## config.mk

```make
export PLATFORM = sky130hd
export DESIGN_NAME = intpol2_iq_out_fifo
export DESIGN_NICKNAME = d
export VERILOG_FILES = /design/src/rtl/intpol2_pkg.sv /design/src/rtl/intpol2_sync_ram.sv /design/src/rtl/intpol2_iq_out_fifo.sv
export SDC_FILE = /design/constraint.sdc
export NUM_CORES = 1
export LEC_CHECK = 0
export CAP_MARGIN = 15
export CORE_MARGIN = 4
export CORE_UTILIZATION = 30
export DETAILED_ROUTE_END_ITERATION = 12
export HOLD_SLACK_MARGIN = 0.06
export PLACE_DENSITY_LB_ADDON = 0.1
export SLEW_MARGIN = 20
export SYNTH_ARGS = -nofsm -noshare
export SYNTH_HDL_FRONTEND = slang
export SYNTH_SLANG_ARGS = --single-unit
export TNS_END_PERCENT = 5
```

## constraint.sdc

```tcl
create_clock -name clk -period 3.5 [get_ports clk]
set_input_delay 0.525 -clock clk [delete_from_list [all_inputs] [get_ports clk]]
set_output_delay 0.525 -clock clk [all_outputs]
set_load 0.05 [all_outputs]
```

## src/rtl/intpol2_pkg.sv

```systemverilog
// Shared definitions for the quadratic I/Q interpolator datapath.
// Contents:
//   DEFAULT_DATAPATH_WIDTH - default width of each signed I and Q sample
//   iq_pair                - packed {I, Q} sample pair at the default width
//   level_flags_t          - status flags decoded from a buffer occupancy
//   level_to_flags()       - occupancy -> {valid, afull, full} decode
package intpol2_pkg;

    localparam int unsigned DEFAULT_DATAPATH_WIDTH = 12;

    typedef struct packed {
        logic signed [DEFAULT_DATAPATH_WIDTH-1:0] I;
        logic signed [DEFAULT_DATAPATH_WIDTH-1:0] Q;
    } iq_pair;

    typedef struct packed {
        logic valid;
        logic afull;
        logic full;
    } level_flags_t;

    // Flags are pure decodes of the registered occupancy, so they carry no
    // extra pipeline delay relative to the level itself.
    function automatic level_flags_t level_to_flags(input int unsigned level,
                                                    input int unsigned depth,
                                                    input int unsigned margin);
        level_flags_t f;
        f.valid = (level != 0);
        f.full  = (level == depth);
        f.afull = (level >= depth - margin);
        return f;
    endfunction

endpackage

```

## src/rtl/intpol2_sync_ram.sv

```systemverilog
// Single-clock dual-port storage array: registered write, combinational read.
// Contents are not reset.
// Ports:
//   clk_i   - clock, writes on posedge
//   we_i    - write enable
//   waddr_i - write address
//   wdata_i - write data
//   raddr_i - read address
//   rdata_o - read data (combinational from raddr_i)
module intpol2_sync_ram #(
    parameter int unsigned WIDTH      = 24,
    parameter int unsigned ADDR_WIDTH = 4
) (
    input  logic                  clk_i,
    input  logic                  we_i,
    input  logic [ADDR_WIDTH-1:0] waddr_i,
    input  logic [WIDTH-1:0]      wdata_i,
    input  logic [ADDR_WIDTH-1:0] raddr_i,
    output logic [WIDTH-1:0]      rdata_o
);
    import intpol2_pkg::*;

    localparam int unsigned DEPTH = 2 ** ADDR_WIDTH;

    logic [WIDTH-1:0] mem_q [DEPTH];

    always_ff @(posedge clk_i) begin
        if (we_i) begin
            mem_q[waddr_i] <= wdata_i;
        end
    end

    assign rdata_o = mem_q[raddr_i];

endmodule

```

## src/rtl/intpol2_iq_out_fifo.sv

```systemverilog
// First-word-fall-through I/Q output buffer behind the interpolator core.
// Captures an {I, Q} pair on every accepted wr_en, returns almost-full
// back-pressure to the core, and presents the head pair on a valid/ready
// stream.
// Ports:
//   clk, rst (sync, active-high), flush (sync clear, sticky flags kept)
//   wr_en, wr_I, wr_Q        - write side from the core
//   afull, full              - back-pressure / occupancy flags
//   m_valid, m_ready, m_I, m_Q - output stream (FWFT)
//   level                    - occupancy 0..DEPTH
//   overflow, underflow      - sticky error flags, cleared only by rst
module intpol2_iq_out_fifo #(
    parameter int unsigned DATAPATH_WIDTH = intpol2_pkg::DEFAULT_DATAPATH_WIDTH,
    parameter int unsigned ADDR_WIDTH     = 4,
    parameter int unsigned AFULL_MARGIN   = 2
) (
    input  logic                      clk,
    input  logic                      rst,
    input  logic                      flush,
    input  logic                      wr_en,
    input  logic [DATAPATH_WIDTH-1:0] wr_I,
    input  logic [DATAPATH_WIDTH-1:0] wr_Q,
    output logic                      afull,
    output logic                      full,
    output logic                      m_valid,
    input  logic                      m_ready,
    output logic [DATAPATH_WIDTH-1:0] m_I,
    output logic [DATAPATH_WIDTH-1:0] m_Q,
    output logic [ADDR_WIDTH:0]       level,
    output logic                      overflow,
    output logic                      underflow
);
    import intpol2_pkg::*;

    localparam int unsigned DEPTH = 2 ** ADDR_WIDTH;
    localparam int unsigned PAIR_W = 2 * DATAPATH_WIDTH;

    logic [ADDR_WIDTH-1:0] wr_ptr_q, wr_ptr_d;
    logic [ADDR_WIDTH-1:0] rd_ptr_q, rd_ptr_d;
    logic [ADDR_WIDTH:0]   level_q, level_d;
    logic                  overflow_q, overflow_d;
    logic                  underflow_q, underflow_d;

    level_flags_t          flags;
    logic                  push, pop, ram_we;
    logic [PAIR_W-1:0]     head;

    assign flags = level_to_flags(32'(level_q), DEPTH, AFULL_MARGIN);

    // full is taken from the registered level, so a pop in the same cycle
    // does not make room for a write arriving while full.
    assign push   = wr_en & ~flags.full;
    assign pop    = flags.valid & m_ready;
    assign ram_we = push & ~flush;

    always_comb begin
        wr_ptr_d    = wr_ptr_q;
        rd_ptr_d    = rd_ptr_q;
        level_d     = level_q;
        overflow_d  = overflow_q;
        underflow_d = underflow_q;
        if (flush) begin
            wr_ptr_d = '0;
            rd_ptr_d = '0;
            level_d  = '0;
        end else begin
            if (push) wr_ptr_d = wr_ptr_q + 1'b1;
            if (pop)  rd_ptr_d = rd_ptr_q + 1'b1;
            if (push && !pop)      level_d = level_q + (ADDR_WIDTH+1)'(1);
            else if (pop && !push) level_d = level_q - (ADDR_WIDTH+1)'(1);
            if (wr_en && flags.full)     overflow_d  = 1'b1;
            if (m_ready && !flags.valid) underflow_d = 1'b1;
        end
    end

    always_ff @(posedge clk) begin
        if (rst) begin
            wr_ptr_q    <= '0;
            rd_ptr_q    <= '0;
            level_q     <= '0;
            overflow_q  <= 1'b0;
            underflow_q <= 1'b0;
        end else begin
            wr_ptr_q    <= wr_ptr_d;
            rd_ptr_q    <= rd_ptr_d;
            level_q     <= level_d;
            overflow_q  <= overflow_d;
            underflow_q <= underflow_d;
        end
    end

    intpol2_sync_ram #(
        .WIDTH      (PAIR_W),
        .ADDR_WIDTH (ADDR_WIDTH)
    ) u_ram (
        .clk_i   (clk),
        .we_i    (ram_we),
        .waddr_i (wr_ptr_q),
        .wdata_i ({wr_I, wr_Q}),
        .raddr_i (rd_ptr_q),
        .rdata_o (head)
    );

    assign m_I       = head[PAIR_W-1:DATAPATH_WIDTH];
    assign m_Q       = head[DATAPATH_WIDTH-1:0];
    assign m_valid   = flags.valid;
    assign full      = flags.full;
    assign afull     = flags.afull;
    assign level     = level_q;
    assign overflow  = overflow_q;
    assign underflow = underflow_q;

endmodule

```

==> results by group <==
STA
  – FMAX: about 310 MHz
  – Period minus WS final: 3.21 ns
  – Final worst path period share: between 90% and 100%
  – Max Slew Vio Count: 0
  – Setup skew after layout: between 0.01 and 0.015 ns
  – RSZ-0062 raised after global routing: no
  – Worst-Margin Slew: around 0.76 ns
  – Final setup vio count: 0
  – Max-slew headroom: between 40% and 50%
  – Final hold viol count: 0
  – Setup_tns: 0 ns

Power
  – Pwr dens: roughly 590 nW/um^2
  – Pwr Total: 11.0 mW
  – VDD IR max: 0.341 mV
  – Lkg Pwr: between 5 and 6 nW

CTS
  – Hold Buf Count CTS: 0
  – CTS tree: yes
  – # H-tree levels: 2
  – Worst skew pair latency: roughly 0.57 ns
  – Longest Clk Path Bufs: 3
  – Root buf cell: clkbuf_16
  – # Post-CTS Setup Buffers: 0
  – CTS clk-pin slew, worst paths: 0.06 ns
  – CTS Buf Count: 46
  – Post_cts resized: 0
  – Clock tree sinks: 403

GRT
  – Total track usage: a little over an eighth
  – Initial antenna violation count: 1
  – Largest net degree at the start of global routing: between 50 and 60
  – Overflow after GRT: 0
  – Vias in the first global route: around 8100
  – Global-route wire length before repair: 53.5 mm

Yosys
  – FFs w/ async S/R, synth: 0%
  – Synth Register Bits: 403
  – Seq/Total Area, Yosys: between 70% and 80%
  – Post-Syn Area: 15400 sq um
  – Cell with the most instances after synthesis: edfxtp_1
  – Main synth FF type: edfxtp_1
  – Post-synth top cells: edfxtp_1, mux4_2, a22oi_1
  – EDFF count, synth: between 300 and 400
  – Synthesized net count: between 700 and 800
  – Synth top area share: between 70 and 80%
  – Syn Area/Cell: around 21 sq um
  – Synth cell types: 35
  – Yosys warns: 0
  – Top cells by area, synth: edfxtp_1, mux4_2, dfxtp_1
  – Cell taking the most area after synthesis: edfxtp_1
  – Post-synthesis cell count: about 720

Floorplan
  – Die boundary height: 234 um
  – Initial Utilization: 30.5%
  – Die area: around 55000 sq um
  – Chip width: between 200 and 250 um
  – IO Count: 63
  – Core Box Area: around 50000 sq um
  – Std-Cell Rows: 82

Layout
  – Layout cells sized above 1: roughly 28%
  – Area grow syn2layout: 19.8%
  – Nets: ~860
  – Finished Layout Cells: ~1500
  – Filler instances: ~4600

Setup path
  – CP Class: reg2out
  – Crit start category: flop
  – Worst-path maximum fanout: 6
  – Crit end category: primary output
  – CP arrival: ~2.7 ns
  – WP data required: 2.97 ns

Route
  – Via Count: 7379
  – First-pass DRT Iterations: 4
  – Detailed-route vias per instance: about 4.8
  – DRC violations left: 0
  – Post-route ant nets: 0
  – DR WL/cell: 24.0 um
  – Post-Route WL: between 30 and 40 mm
  – Drt first-iter violations: between 400 and 500

Run
  – Maxcap violations: 0

Hold path
  – HP Class: reg2reg

Placed design
  – Post-DP HPWL: approximately 20 mm
  – Placed insts: about 1400
  – Port Buffers: slightly above 60
  – Final RePlAce weighted congestion: 0.686

Run status
  – Status: finished, final reports clean
[cells by family after synthesis]
family / synth area share (%)
compound gates: 3.06
simple gates: 2.72
xor+xnor: 0.390
mux: 14.3
flops: 77.4
fa+ha+maj: 0.862
buf+inv: 1.28
[flip-flops by register name, indices dropped and copies added, names as in the netlist, named ones only]
name / count
u_ram.mem_q: 384
level: 5
rd_ptr_q: 4
wr_ptr_q: 4
overflow: 1
underflow: 1
[stage by stage]
| stage | hold WS [ns] | cell area, sq um | worst slack [ns] | util (%) |
|---|---|---|---|---|
| 6_report | 0.491 | 18400 | 0.295 | 36.6 |
| 5_1_grt | 0.537 | 18400 | 0.171 | 36.6 |
| 4_1_cts | 0.486 | 18400 | 0.237 | 36.6 |
| 3_5_place_dp | 0.467 | 17000 | 0.412 | 33.8 |
| 3_3_place_gp | 0.471 | 17000 | 0.543 | 33.8 |
| 2_1_floorplan | 0.459 | 15400 | 0.174 | - |
[report_power, final]
group | leakage [nW] | switching (mW) | total [mW] | internal (mW)
sequential | 3.61 | 0.0402 | 5.37 | 5.33
combinational | 1.42 | 0.698 | 1.14 | 0.438
clock | 0.681 | 1.85 | 4.45 | 2.60
[worst paths after layout]
| kind | start | to | slack [ns] | depth (start not counted) |
|---|---|---|---|---|
| worst min-delay path | overflow | overflow | 0.49 | 2 |
| worst min register to register | overflow | overflow | 0.49 | 2 |
| worst max register to register | level[0] | level[4] | 0.36 | 9 |
| worst max-delay path | level[0] | full | 0.29 | 3 |
[layout by cell type, fill, tap and decap left out, types with 17 or more instances in the layout]
cell type	Yosys	routed
a22oi_1	48	48
clkbuf_16	0	47
edfxtp_1	384	384
clkdlybuf4s50_1	0	38
mux4_2	96	96
dfxtp_1	19	17
buf_4	5	43
nor2_1	32	19
nand2_1	37	37
[layer usage]
layer | vias up | routed length (um) | global-route usage (%)
met1 | 3963 | 16200 | 18.2
met5 | - | 0 | 0
li1 | 3192 | - | -
met4 | 0 | 784 | 4.26
met3 | 52 | 1680 | 2.65
met2 | 172 | 17900 | 22.2
[worst max-delay path, stage by stage (launching register included)]
cell,delay [ns]
dfxtp_1,0.37
or4_1,0.71
nor2_1,0.21
clkdlybuf4s50_1,0.83
[final cells by class]
type	count	area [sq um]	area share, %
Sequential cell	403	11900	64.7
Inverter	8	32.5	0.177
Multi-Input combinational cell	269	3390	18.4
Clock buffer	56	1210	6.57
Tap cell	672	841	4.56
Timing Repair Buffer	88	843	4.58
Clock inverter	28	190	1.03
Antenna cell	1	2.50	0.0136
(Power assumes the default switching activity.)
